**src/rtl/msb_decode_32bit_pkg.sv**
```systemverilog
// rtl/msb_decode_32bit_pkg.sv - shared MSB position-code types and constants
package msb_pkg;

  localparam int POS_W  = 6;
  localparam int DATA_W = 32;

  typedef logic [POS_W-1:0]  pos_t;
  typedef logic [DATA_W-1:0] word_t;

  // Code 0 means "no bit set"; codes above POS_MAX are illegal
  localparam pos_t POS_NONE = 6'd0;
  localparam pos_t POS_MAX  = 6'd32;

  function automatic logic pos_is_legal(input pos_t pos);
    return pos <= POS_MAX;
  endfunction

endpackage

```
**src/rtl/msb_decode_32bit_if.sv**
```systemverilog
// rtl/msb_decode_32bit_if.sv - handshake bundle for msb_decode_32bit (MSB_DEC_THERMO_EN adds thermo_num)
interface msb_decode_32bit_if #(
  parameter int ERR_CNT_W = 8
);
  import msb_pkg::*;

  logic                 in_valid;
  logic                 in_ready;
  pos_t                 input_pos;
  logic                 out_valid;
  logic                 out_ready;
  word_t                output_num;
  logic                 out_err;
  logic [ERR_CNT_W-1:0] err_cnt;
`ifdef MSB_DEC_THERMO_EN
  word_t                thermo_num;
`endif

`ifdef MSB_DEC_THERMO_EN
  modport master (
    output in_valid, input_pos, out_ready,
    input  in_ready, out_valid, output_num, out_err, err_cnt, thermo_num
  );
  modport slave (
    input  in_valid, input_pos, out_ready,
    output in_ready, out_valid, output_num, out_err, err_cnt, thermo_num
  );
`else
  modport master (
    output in_valid, input_pos, out_ready,
    input  in_ready, out_valid, output_num, out_err, err_cnt
  );
  modport slave (
    input  in_valid, input_pos, out_ready,
    output in_ready, out_valid, output_num, out_err, err_cnt
  );
`endif

endinterface

```
**src/rtl/msb_decode_32bit_pos_onehot_dec.sv**
```systemverilog
// rtl/msb_decode_32bit_pos_onehot_dec.sv - combinational position code to one-hot/thermometer decoder (MSB_DEC_THERMO_EN)
module pos_onehot_dec
  import msb_pkg::*;
(
  input  pos_t  pos_i,
  output word_t onehot_o,
`ifdef MSB_DEC_THERMO_EN
  output word_t thermo_o,
`endif
  output logic  err_o
);

  // Code k selects bit k-1; code 0 and illegal codes yield an all-zero word
  always_comb begin
    onehot_o = '0;
    err_o    = 1'b0;
    if (!pos_is_legal(pos_i)) begin
      err_o = 1'b1;
    end else if (pos_i != POS_NONE) begin
      onehot_o = word_t'(1) << (pos_i - pos_t'(1));
    end
  end

`ifdef MSB_DEC_THERMO_EN
  // Fill every bit below the one-hot bit; avoids a 33-bit (1<<32)-1 for code 32
  always_comb begin
    thermo_o = '0;
    if (onehot_o != '0) begin
      thermo_o = onehot_o | (onehot_o - word_t'(1));
    end
  end
`endif

endmodule

```
**src/rtl/msb_decode_32bit.sv**
```systemverilog
// rtl/msb_decode_32bit.sv - 2-stage MSB position decoder with valid/ready and error counter (MSB_DEC_THERMO_EN)
module msb_decode_32bit
  import msb_pkg::*;
#(
  parameter int ERR_CNT_W = 8
) (
  input  logic              clk,
  input  logic              rst_n,
  msb_decode_32bit_if.slave bus
);

  localparam logic [ERR_CNT_W-1:0] CNT_SAT = {ERR_CNT_W{1'b1}};

  logic                 s1_adv;
  logic                 s2_adv;

  logic                 s1_valid_q, s1_valid_d;
  pos_t                 s1_pos_q,   s1_pos_d;
  logic                 s2_valid_q, s2_valid_d;
  word_t                num_q,      num_d;
  logic                 err_q,      err_d;
  logic [ERR_CNT_W-1:0] err_cnt_q,  err_cnt_d;

  word_t                dec_onehot;
  logic                 dec_err;
`ifdef MSB_DEC_THERMO_EN
  word_t                dec_thermo;
  word_t                thermo_q,   thermo_d;
`endif

  pos_onehot_dec u_dec (
    .pos_i    (s1_pos_q),
    .onehot_o (dec_onehot),
`ifdef MSB_DEC_THERMO_EN
    .thermo_o (dec_thermo),
`endif
    .err_o    (dec_err)
  );

  // Ready chain: a stage may advance when it is empty or the stage after it is moving
  always_comb begin
    s2_adv = !s2_valid_q || bus.out_ready;
    s1_adv = !s1_valid_q || s2_adv;
  end

  // Next-state for both pipeline stages and the saturating error counter
  always_comb begin
    s1_valid_d = s1_valid_q;
    s1_pos_d   = s1_pos_q;
    s2_valid_d = s2_valid_q;
    num_d      = num_q;
    err_d      = err_q;
    err_cnt_d  = err_cnt_q;
`ifdef MSB_DEC_THERMO_EN
    thermo_d   = thermo_q;
`endif

    if (s1_adv) begin
      s1_valid_d = bus.in_valid;
      if (bus.in_valid) begin
        s1_pos_d = bus.input_pos;
      end
    end

    // Output data only moves when stage 2 actually takes a new item, so a stall holds it
    if (s2_adv) begin
      s2_valid_d = s1_valid_q;
      if (s1_valid_q) begin
        num_d    = dec_onehot;
        err_d    = dec_err;
`ifdef MSB_DEC_THERMO_EN
        thermo_d = dec_thermo;
`endif
      end
    end

    if (s2_valid_q && bus.out_ready && err_q && (err_cnt_q != CNT_SAT)) begin
      err_cnt_d = err_cnt_q + ERR_CNT_W'(1);
    end
  end

  // State registers; reset drops anything in flight
  always_ff @(posedge clk or negedge rst_n) begin
    if (!rst_n) begin
      s1_valid_q <= 1'b0;
      s1_pos_q   <= POS_NONE;
      s2_valid_q <= 1'b0;
      num_q      <= '0;
      err_q      <= 1'b0;
      err_cnt_q  <= '0;
`ifdef MSB_DEC_THERMO_EN
      thermo_q   <= '0;
`endif
    end else begin
      s1_valid_q <= s1_valid_d;
      s1_pos_q   <= s1_pos_d;
      s2_valid_q <= s2_valid_d;
      num_q      <= num_d;
      err_q      <= err_d;
      err_cnt_q  <= err_cnt_d;
`ifdef MSB_DEC_THERMO_EN
      thermo_q   <= thermo_d;
`endif
    end
  end

  assign bus.in_ready   = s1_adv;
  assign bus.out_valid  = s2_valid_q;
  assign bus.output_num = num_q;
  assign bus.out_err    = err_q;
  assign bus.err_cnt    = err_cnt_q;
`ifdef MSB_DEC_THERMO_EN
  assign bus.thermo_num = thermo_q;
`endif

endmodule

```
**src/flat_wrapper.sv**
```systemverilog
// flat-port wrapper written by rule: the top's interface ports become plain ports
module msb_decode_32bit_flat import msb_pkg::*;
#(
  parameter int ERR_CNT_W = 8
)
  (clk, rst_n, bus_in_valid, bus_input_pos, bus_out_ready, bus_in_ready, bus_out_valid, bus_output_num, bus_out_err, bus_err_cnt);
  msb_decode_32bit_if #(.ERR_CNT_W(ERR_CNT_W)) bus_i ();
  input  logic clk;
  input  logic rst_n;
  input wire logic [$bits(bus_i.in_valid)-1:0] bus_in_valid;
  input wire logic [$bits(bus_i.input_pos)-1:0] bus_input_pos;
  input wire logic [$bits(bus_i.out_ready)-1:0] bus_out_ready;
  output wire logic [$bits(bus_i.in_ready)-1:0] bus_in_ready;
  output wire logic [$bits(bus_i.out_valid)-1:0] bus_out_valid;
  output wire logic [$bits(bus_i.output_num)-1:0] bus_output_num;
  output wire logic [$bits(bus_i.out_err)-1:0] bus_out_err;
  output wire logic [$bits(bus_i.err_cnt)-1:0] bus_err_cnt;
  assign bus_i.in_valid = bus_in_valid;
  assign bus_i.input_pos = bus_input_pos;
  assign bus_i.out_ready = bus_out_ready;
  assign bus_in_ready = bus_i.in_ready;
  assign bus_out_valid = bus_i.out_valid;
  assign bus_output_num = bus_i.output_num;
  assign bus_out_err = bus_i.out_err;
  assign bus_err_cnt = bus_i.err_cnt;
  msb_decode_32bit #(.ERR_CNT_W(ERR_CNT_W)) u_core (.clk(clk), .rst_n(rst_n), .bus(bus_i));
endmodule
```
**config.mk**
```make
export PLATFORM = sky130hd
export DESIGN_NAME = msb_decode_32bit_flat
export DESIGN_NICKNAME = d
export VERILOG_FILES = /design/src/rtl/msb_decode_32bit_pkg.sv /design/src/rtl/msb_decode_32bit_if.sv /design/src/rtl/msb_decode_32bit_pos_onehot_dec.sv /design/src/rtl/msb_decode_32bit.sv /design/src/flat_wrapper.sv
export SDC_FILE = /design/constraint.sdc
export NUM_CORES = 1
export LEC_CHECK = 0
export ABC_AREA = 0
export BUFFER_PORTS_ARGS = -buffer_cell sky130_fd_sc_hd__buf_2
export CORE_UTILIZATION = 51
export CTS_BUF_LIST = sky130_fd_sc_hd__clkbuf_4 sky130_fd_sc_hd__clkbuf_8
export DETAILED_ROUTE_END_ITERATION = 10
export PLACE_DENSITY = 0.78
export SYNTH_ARGS = -nofsm -noshare
export SYNTH_HDL_FRONTEND = slang
export SYNTH_HIERARCHICAL = 1
export SYNTH_SLANG_ARGS = --single-unit
```
**constraint.sdc**
```tcl
create_clock -name clk -period 1.8 [get_ports clk]
set_input_delay 0.36 -clock clk [delete_from_list [all_inputs] [get_ports clk]]
set_output_delay 0.36 -clock clk [all_outputs]
set_load 0.005 [all_outputs]
```
== Word level (Yosys, flattened, before mapping) ==
Cells that the tools add are included.
Word-level totals
  flip-flop bits (word level): 49
  output and inout bits: 43
  logic and storage cells: 24
Cells by class
  add/subtract/negate cells: 2
  $lt $le $gt $ge: 1
  equal/unequal tests: 1
  shift-type cells: 1
  multiplexer cells: 3
  reduce and logical (&&, ||, !) cells: 10
Operators by type and width (number)
  2-to-1 mux 32 bit: 2
  << shifter 1 x 6 -> 32 bit (first input constant): 1
  adder 8 x 1 -> 8 bit (second input constant): 1
  inequality test 8 bit (second input constant): 1
  less-or-equal comparator 6 bit (second input constant): 1
  nonzero test 6 bit: 1
  subtractor 6 x 1 -> 6 bit (second input constant): 1
  AND reduction 2 bit: 2
  logical AND 1 bit: 3
  logical NOT 1 bit: 2
  logical OR 1 bit: 2
  2-to-1 mux 1 bit: 1

== Longest topological paths before layout ==
Gate-level depths: netlist of run 1.
  depth after elaboration: 4
  gate-level depth with buffers: 6
  mapped depth without buffers: 5

== By module ==
The synthesis of run 1 kept the hierarchy.
By module, submodules not included
  msb_decode_32bit: instances 1, cells an instance 129, area each 2070.7 µm², seq. area each 1226.2 µm²
  pos_onehot_dec: instances 1, cells an instance 69, area each 464.2 µm², seq. area each 0.0 µm²

== Least setup slack after synthesis of run 1 ==
Ideal clock, no wire load.
  kind: register to register
  start: register u_core.s1_pos_q[1]
  end: register u_core.num_q[12] (netlist: u_core/bus.output_num[12])
  arrival time: 1.750 ns
  data required time: 1.736 ns
  setup slack: -0.013 ns
  stages on the path, launching flop included: 7
  buffers on the path: 1
  clock period less this slack: 1.813 ns
  cells stage by stage: dfrtp_1 -> buf_2 -> nor2_1 -> ha_1 -> or4b_4 -> nor3_1 -> mux2_4
On the way
  longest elaborated chain between the ends: 4
  elaborated cells on any way between the ends: 6
  those cells by class: add/sub: 1; order compare: 1; shift: 1; mux: 2; reduce/logical: 1
Ends and longest elaborated chain
  from (decl): RTL line msb_decode_32bit.sv:18  | pos_t s1_pos_q, s1_pos_d;
  from (signal assigned): RTL line msb_decode_32bit.sv:96  | s1_pos_q <= s1_pos_d;
  subtractor 6 x 1 -> 6 bit: RTL line msb_decode_32bit_pos_onehot_dec.sv:20  | onehot_o = word_t'(1) << (pos_i - pos_t'(1));
  << shifter 1 x 6 -> 32 bit: RTL line msb_decode_32bit_pos_onehot_dec.sv:20
  2-to-1 mux 32 bit: RTL line msb_decode_32bit_pos_onehot_dec.sv:19  | end else if (pos_i != POS_NONE) begin
  2-to-1 mux 32 bit *: RTL line msb_decode_32bit_pos_onehot_dec.sv:17  | if (!pos_is_legal(pos_i)) begin
  named net u_core.dec_onehot[12]: RTL line msb_decode_32bit.sv:24  | word_t dec_onehot;
  to (signal assigned): RTL line msb_decode_32bit.sv:98  | num_q <= num_d;
  to (decl): RTL line msb_decode_32bit.sv:20  | word_t num_q, num_d;
The timed path passes the listed nets; every way through them passes the cells marked *.
A chain may end at the register's enable or synchronous reset.

== Worst setup path in the final report of run 1 ==
  start: register u_core.s1_pos_q[1]
  end: register u_core.num_q[11] (netlist: u_core/bus.output_num[11])
The elaborated chain is that of the path after synthesis.

==> impl_metrics.py, run 1 <==
metrics = {
    "layout": {
        "postLayoutCoreUtil_pct": 64.9,
        "antennaDiodeCount": 0,
        "fillers": 382,
        "finalNetCount": 273,
        "area_growth_pct": 21.8,
        "drive_above_1_share_pct": 48.7,
    },
    "routing": {
        "via_per_inst": 5.48,
        "final_antenna_net_count": 0,
        "drt_wl_total_um": 5010,
        "post-route-drc-count": 0,
        "drt_iter0_markers": 68,
        "num_vias": 1798,
        "dr.pass1.iters": 4,
        "post_drt_wl_per_cell_um": 15.3,
    },
    "synthesis": {
        "async_flop_share_pct": 100,
        "syn_avg_cell_area_um2": 12.8,
        "netlist_area_um2": 2530,
        "synth_nets": 211,
        "synth_top_area_share_pct": 48.4,
        "synth.distinct_cells": 38,
        "ys_seq_area_share_pct": 48.4,
        "synth_seq_cells": 49,
        "synth_most_common_cell": "dfrtp_1",
        "synth_edf_count": 0,
        "yosysTopAreaCell": "dfrtp_1",
        "synthTopCellsByCount": "49 x dfrtp_1, 30 x mux2_4, 22 x nor2_1",
        "synthTopCellsByArea": "dfrtp_1 48%, mux2_4 18%, mux2_2 6.2%",
        "postSynthCellCount": 198,
        "ys_warn_count": 6,
        "synthFlopType": "dfrtp_1",
    },
    "die": {
        "die_h_um": 72.5,
        "core_area_um2": 4750,
        "die_w_um": 72.5,
        "dieArea_um2": 5260,
        "rows": 25,
        "pin_count": 53,
        "start_util_pct": 53.3,
    },
    "clocking": {
        "ctsLongestPathBuffers": 2,
        "clk-insertion-delay-late_ns": 0.30,
        "clock-sinks": 49,
        "cts-root-buf": "clkbuf_8",
        "cts_tree": "yes",
        "numCtsBuffers": 5,
        "h-tree-depth": 2,
        "clkSlewWorstSetupHoldPaths_ns": 0.09,
    },
    "global_route": {
        "grt_overflow": 0,
        "track_usage_pct": 20.5,
        "grt_pass1_vias": 1656,
        "grt_antenna_before_repair": 0,
        "grt_pass1_wl_um": 8130,
        "grt_max_degree": 34,
    },
    "flow_run": {
        "maxCapViolations": 0,
    },
    "timing": {
        "setup_ws_ns": 0.0636,
        "finalCritPeriodShare_pct": 96.5,
        "layout_min_cycle_time_ns": 1.74,
        "hold_violations": 0,
        "skew_ns": 0.00557,
        "setup_viol": 0,
        "max_freq_mhz": 576,
        "max_slew_margin_pct": 70.3,
        "worst_pin_slew_ns": 0.442,
        "rsz0062_at_grt": "false",
        "slew_viol_final": 0,
        "tns_ns": 0,
    },
    "critical_path": {
        "required_ns": 1.99,
        "cp_max_fo": 12,
        "critical_path_arrival_ns": 1.93,
        "reg2reg_depth": 4,
        "startpoint_type": "flip-flop",
        "r2r-start": "u_core/s1_pos_q[1]",
        "ff2ff_setup_slack_ns": 0.06,
        "r2r-end": "u_core/bus.output_num[11]",
        "endpoint_kind": "flip-flop",
        "path_class": "reg2reg",
    },
    "min_path": {
        "hold_start": "bus_in_valid",
        "hp-class": "in2reg",
        "min_to": "u_core/s1_valid_q",
        "whs_path_depth": 2,
    },
    "power_and_ir_drop": {
        "p_per_area_nw_per_um2": 925,
        "peakVddDrop_mv": 0.773,
        "power_leakage_nw": 1.53,
    },
    "outcome": {
        "status": "complete, no violations",
    },
    "place": {
        "place_ws_ns": 0.0828,
        "dpl.hpwl_um": 3550,
        "portBuffers": 52,
        "gp_congestion": 0.825,
    },
}
layout by cell type, fill, tap and decap left out, types with 4 or more instances in the layout:
master      n
nor4bb_1    4
mux2i_1     4
buf_2      52
dfrtp_1    49
nand4bb_1   5
mux2_4     30
nor3_1      7
nand2b_1    7
mux2_2     14
clkbuf_8    6
buf_4      10
nor2_1     21
nand2_1     5
worst max-delay path, stage by stage, from the launching register on:
cell and delay [ns]:
dfrtp_1 0.39, buf_4 0.18, nor3_1 0.39, mux2_2 0.40
mux2_4 0.27
registers in the layout, summed over array words and instances, names as in the netlist:
register,cells
u_core/bus.output_num,32
u_core/bus.err_cnt,8
u_core/s1_valid_q,1
u_core/s1_pos_q,6
u_core/bus.out_valid,1
u_core/bus.out_err,1
metrics by stage:
step	area, um^2	hold slack [ns]	total power [W]	cells
global placement	2920	0.336	0.00201	318
global route	3090	0.284	0.00299	328
floorplan	2540	0.0644	0.00178	198
CTS	3050	0.254	0.00286	327
detailed placement	2920	0.336	0.00204	318
finish	3090	0.267	0.00285	328
report_power, final:
part	internal (W)	switching, W
clock network	0.000468	0.000345
logic	0.000353	0.000329
registers	0.00121	0.000149
cell families after synthesis:
family,after synthesis,synth area share [%]
compound gates,11,3.31
fa+ha+maj,3,1.48
buf+inv,12,2.86
xor+xnor,1,0.346
mux,48,25.6
flops,49,48.4
simple gates,74,18.1
layer usage:
metal	vias up	GRT usage [%]	part of all wire, %
li1	855	-	-
met1	888	28.2	45
met2	49	32.4	49
met3	6	4.31	3.9
met4	0	7.19	1.4
met5	-	0	0
how the worst max path moves through the flow:
stage / from / endpoint / slack (ns) / depth (start not counted)
after floorplan: u_core/s1_pos_q[1] / u_core/bus.output_num[12] / 0.006 / 6
after global placement: u_core/s1_pos_q[1] / u_core/bus.output_num[11] / 0.12 / 4
after detailed placement: u_core/s1_pos_q[1] / u_core/bus.output_num[13] / 0.08 / 5
after CTS: u_core/s1_pos_q[1] / u_core/bus.output_num[13] / 0.07 / 5
after global routing: u_core/s1_pos_q[1] / u_core/bus.output_num[11] / 0.005 / 4
final: u_core/s1_pos_q[1] / u_core/bus.output_num[11] / 0.06 / 4
what timing repair did:
item,CTS,global route
hold buffers,1,0
endpoints found under the setup margin,0,2
gates resized for setup,0,4
hold endpoints to repair,6,0
buffers inserted,0,1
area by class of cell:
| cell class | count | area, um^2 | share of cell area, % |
|---|---|---|---|
| clock inverters | 1 | 30.0 | 0.973 |
| well taps | 67 | 83.8 | 2.72 |
| inverters | 2 | 7.51 | 0.243 |
| flip-flops and latches | 49 | 1230 | 39.7 |
| multi-input cells | 137 | 1260 | 40.9 |
| repair buffers | 65 | 385 | 12.5 |
| clock buffers | 7 | 90.1 | 2.92 |
(Power assumes the default switching activity.)
==> inputs of run 2 (changes only) <==
PLACE_DENSITY = not set   (was 0.78)
PLACE_DENSITY_LB_ADDON = 0.08   (was not set)
==> run 2 against run 1 <==
Compared with the run above:
- via count decreased by 2.2%
- final area shrank 0.89%
- cell count did not move
- first-iteration DRC count fell by 22%
- setup slack improved by 0.035 ns
- hold slack got worse by 0.012 ns
- non-clock buffer count stayed put
- fmax grew 2.1%
- die area unchanged
- combinational power shrank 4.4%
- global-route usage is 0.71 points higher
- critical endpoint unchanged
- largest cell class unchanged
- highest routed layer unchanged
==> impl_metrics.py, run 2 (synthesis gave the netlist of run 1 again) <==
metrics = {
    "layout": {
        "final_cell_mix": "52 x buf_2, 49 x dfrtp_1, 30 x mux2_4, 21 x nor2_1, 14 x mux2_2",
        "postLayoutCoreUtil_pct": 64.3,
        "layout_commonest_cell": "buf_2",
        "antennaDiodeCount": 0,
        "design_area_um2": 3060,
        "area_growth_pct": 20.7,
        "finalNetCount": 273,
        "fillers": 392,
        "drive_above_1_share_pct": 47.9,
        "largest_register_ffs": 32,
    },
    "die": {
        "die_w_um": 72.5,
        "start_util_pct": 53.3,
        "die_h_um": 72.5,
        "rows": 25,
        "dieArea_um2": 5260,
        "pin_count": 53,
        "core_area_um2": 4750,
    },
    "critical_path": {
        "required_ns": 1.99,
        "startpoint_type": "flip-flop",
        "endpoint_kind": "flip-flop",
        "cp_max_fo": 6,
        "r2r-start": "u_core/s1_pos_q[2]",
        "critical_path_arrival_ns": 1.89,
        "crit_start": "u_core/s1_pos_q[2]",
        "path_class": "reg2reg",
    },
    "timing": {
        "setup_ws_ns": 0.0990,
        "max_freq_mhz": 588,
        "rsz0062_at_grt": "false",
        "finalCritPeriodShare_pct": 94.5,
        "slew_viol_final": 0,
        "max_slew_margin_pct": 67.1,
        "worst_pin_slew_ns": 0.493,
        "layout_min_cycle_time_ns": 1.70,
        "skew_ns": 0.00622,
        "setup_viol": 0,
        "tns_ns": 0,
        "whs_ns": 0.255,
        "hold_violations": 0,
    },
    "clocking": {
        "cts-root-buf": "clkbuf_8",
        "h-tree-depth": 2,
        "ctsLongestPathBuffers": 2,
        "cts_tree": "yes",
        "clock-sinks": 49,
        "numCtsBuffers": 5,
        "clk-insertion-delay-late_ns": 0.30,
        "post_cts_buffers": 0,
        "clkSlewWorstSetupHoldPaths_ns": 0.09,
    },
    "power_and_ir_drop": {
        "p_seq_share_pct": 48.1,
        "power_switching_share_pct": 29.3,
        "p_switching_w": 0.000827,
        "peakVddDrop_mv": 0.480,
        "internal-power_w": 0.00200,
        "p_per_area_nw_per_um2": 923,
        "power_leakage_nw": 1.53,
        "p_comb_share_pct": 23.1,
        "clockPowerShare_pct": 28.8,
    },
    "global_route": {
        "grt_max_degree": 24,
        "track_usage_pct": 21.3,
        "grt_pass1_wl_um": 8450,
        "grt_overflow": 0,
        "grt_pass1_vias": 1702,
        "grt_antenna_before_repair": 0,
    },
    "min_path": {
        "hp-class": "in2reg",
        "hold_start": "bus_in_valid",
    },
    "routing": {
        "via_per_inst": 5.36,
        "drt_iter0_markers": 53,
        "post-route-drc-count": 0,
        "drt_wl_total_um": 4960,
        "dr.pass1.iters": 4,
        "post_drt_wl_per_cell_um": 15.1,
        "final_antenna_net_count": 0,
        "num_vias": 1758,
    },
    "flow_run": {
        "maxCapViolations": 0,
    },
    "place": {
        "placed_cell_area_um2": 2920,
        "gp_congestion": 0.881,
        "place_ws_ns": 0.105,
        "dpl.hpwl_um": 3540,
        "portBuffers": 52,
    },
    "outcome": {
        "status": "complete, no violations",
    },
}
[run 2: changes by cell type in the layout (fill, tap and decap cells not counted), sizes merged]
cell      previous run  this run
clkbuf               7         6
clkinvlp             0         1
[run 2: critical path, cell delays in order, from the launching register on]
cell and delay, ns:
dfrtp_1 0.42, buf_4 0.17, ha_1 0.28, nor4bb_1 0.18
mux2_2 0.28, mux2_4 0.26
[run 2: through the flow]
stage	power, W	cells
floorplan	0.00178	198
global placement	0.00202	319
detailed placement	0.00203	319
CTS	0.00286	328
global route	0.00299	328
finish	0.00283	328
[run 2: final timing paths]
| kind | endpoint | slack [ns] | depth (start not counted) |
|---|---|---|---|
| setup / recovery | u_core/bus.output_num[11] | 0.1 | 5 |
| hold / removal | u_core/s1_valid_q | 0.26 | 2 |
| setup reg to reg | u_core/bus.output_num[11] | 0.1 | 5 |
| hold reg to reg | u_core/bus.output_num[24] | 0.51 | 1 |
| max in group asynchronous | u_core/s1_pos_q[0] | 0.75 | 3 |
| min in group asynchronous | u_core/bus.err_cnt[3] | 0.47 | 2 |
[run 2: timing repair]
action | CTS | global route
hold buffers | 1 | 0
gates resized for setup | 0 | 2
setup endpoints to repair | 0 | 3
endpoints found under the hold margin | 10 | 0
[run 2: layout make-up]
| class | count | area (um^2) | area share [%] |
|---|---|---|---|
| flip-flops and latches | 49 | 1230 | 40.1 |
| clock inverters | 2 | 37.5 | 1.23 |
| multi-input cells | 137 | 1250 | 40.8 |
| clock buffers | 6 | 82.6 | 2.70 |
| inverters | 2 | 7.51 | 0.245 |
| repair buffers | 65 | 373 | 12.2 |
| well taps | 67 | 83.8 | 2.74 |
[run 2: power by group through the flow]
stage                     Sequential (W)  Clock, W  Combinational (W)
final                            0.00136  0.000813           0.000652
after global routing             0.00139  0.000877           0.000731
after CTS                        0.00136  0.000845           0.000653
after detailed placement         0.00138         0           0.000649
after global placement           0.00138         0           0.000643
after floorplan                  0.00135         0           0.000432
[run 2: layer usage]
layer | up-vias | GRT usage [%] | routed length (um)
met3 | 6 | 4.03 | 265
met1 | 843 | 30.8 | 2440
li1 | 854 | - | -
met5 | - | 0 | 0
met2 | 55 | 32.1 | 2180
met4 | 0 | 7.19 | 74
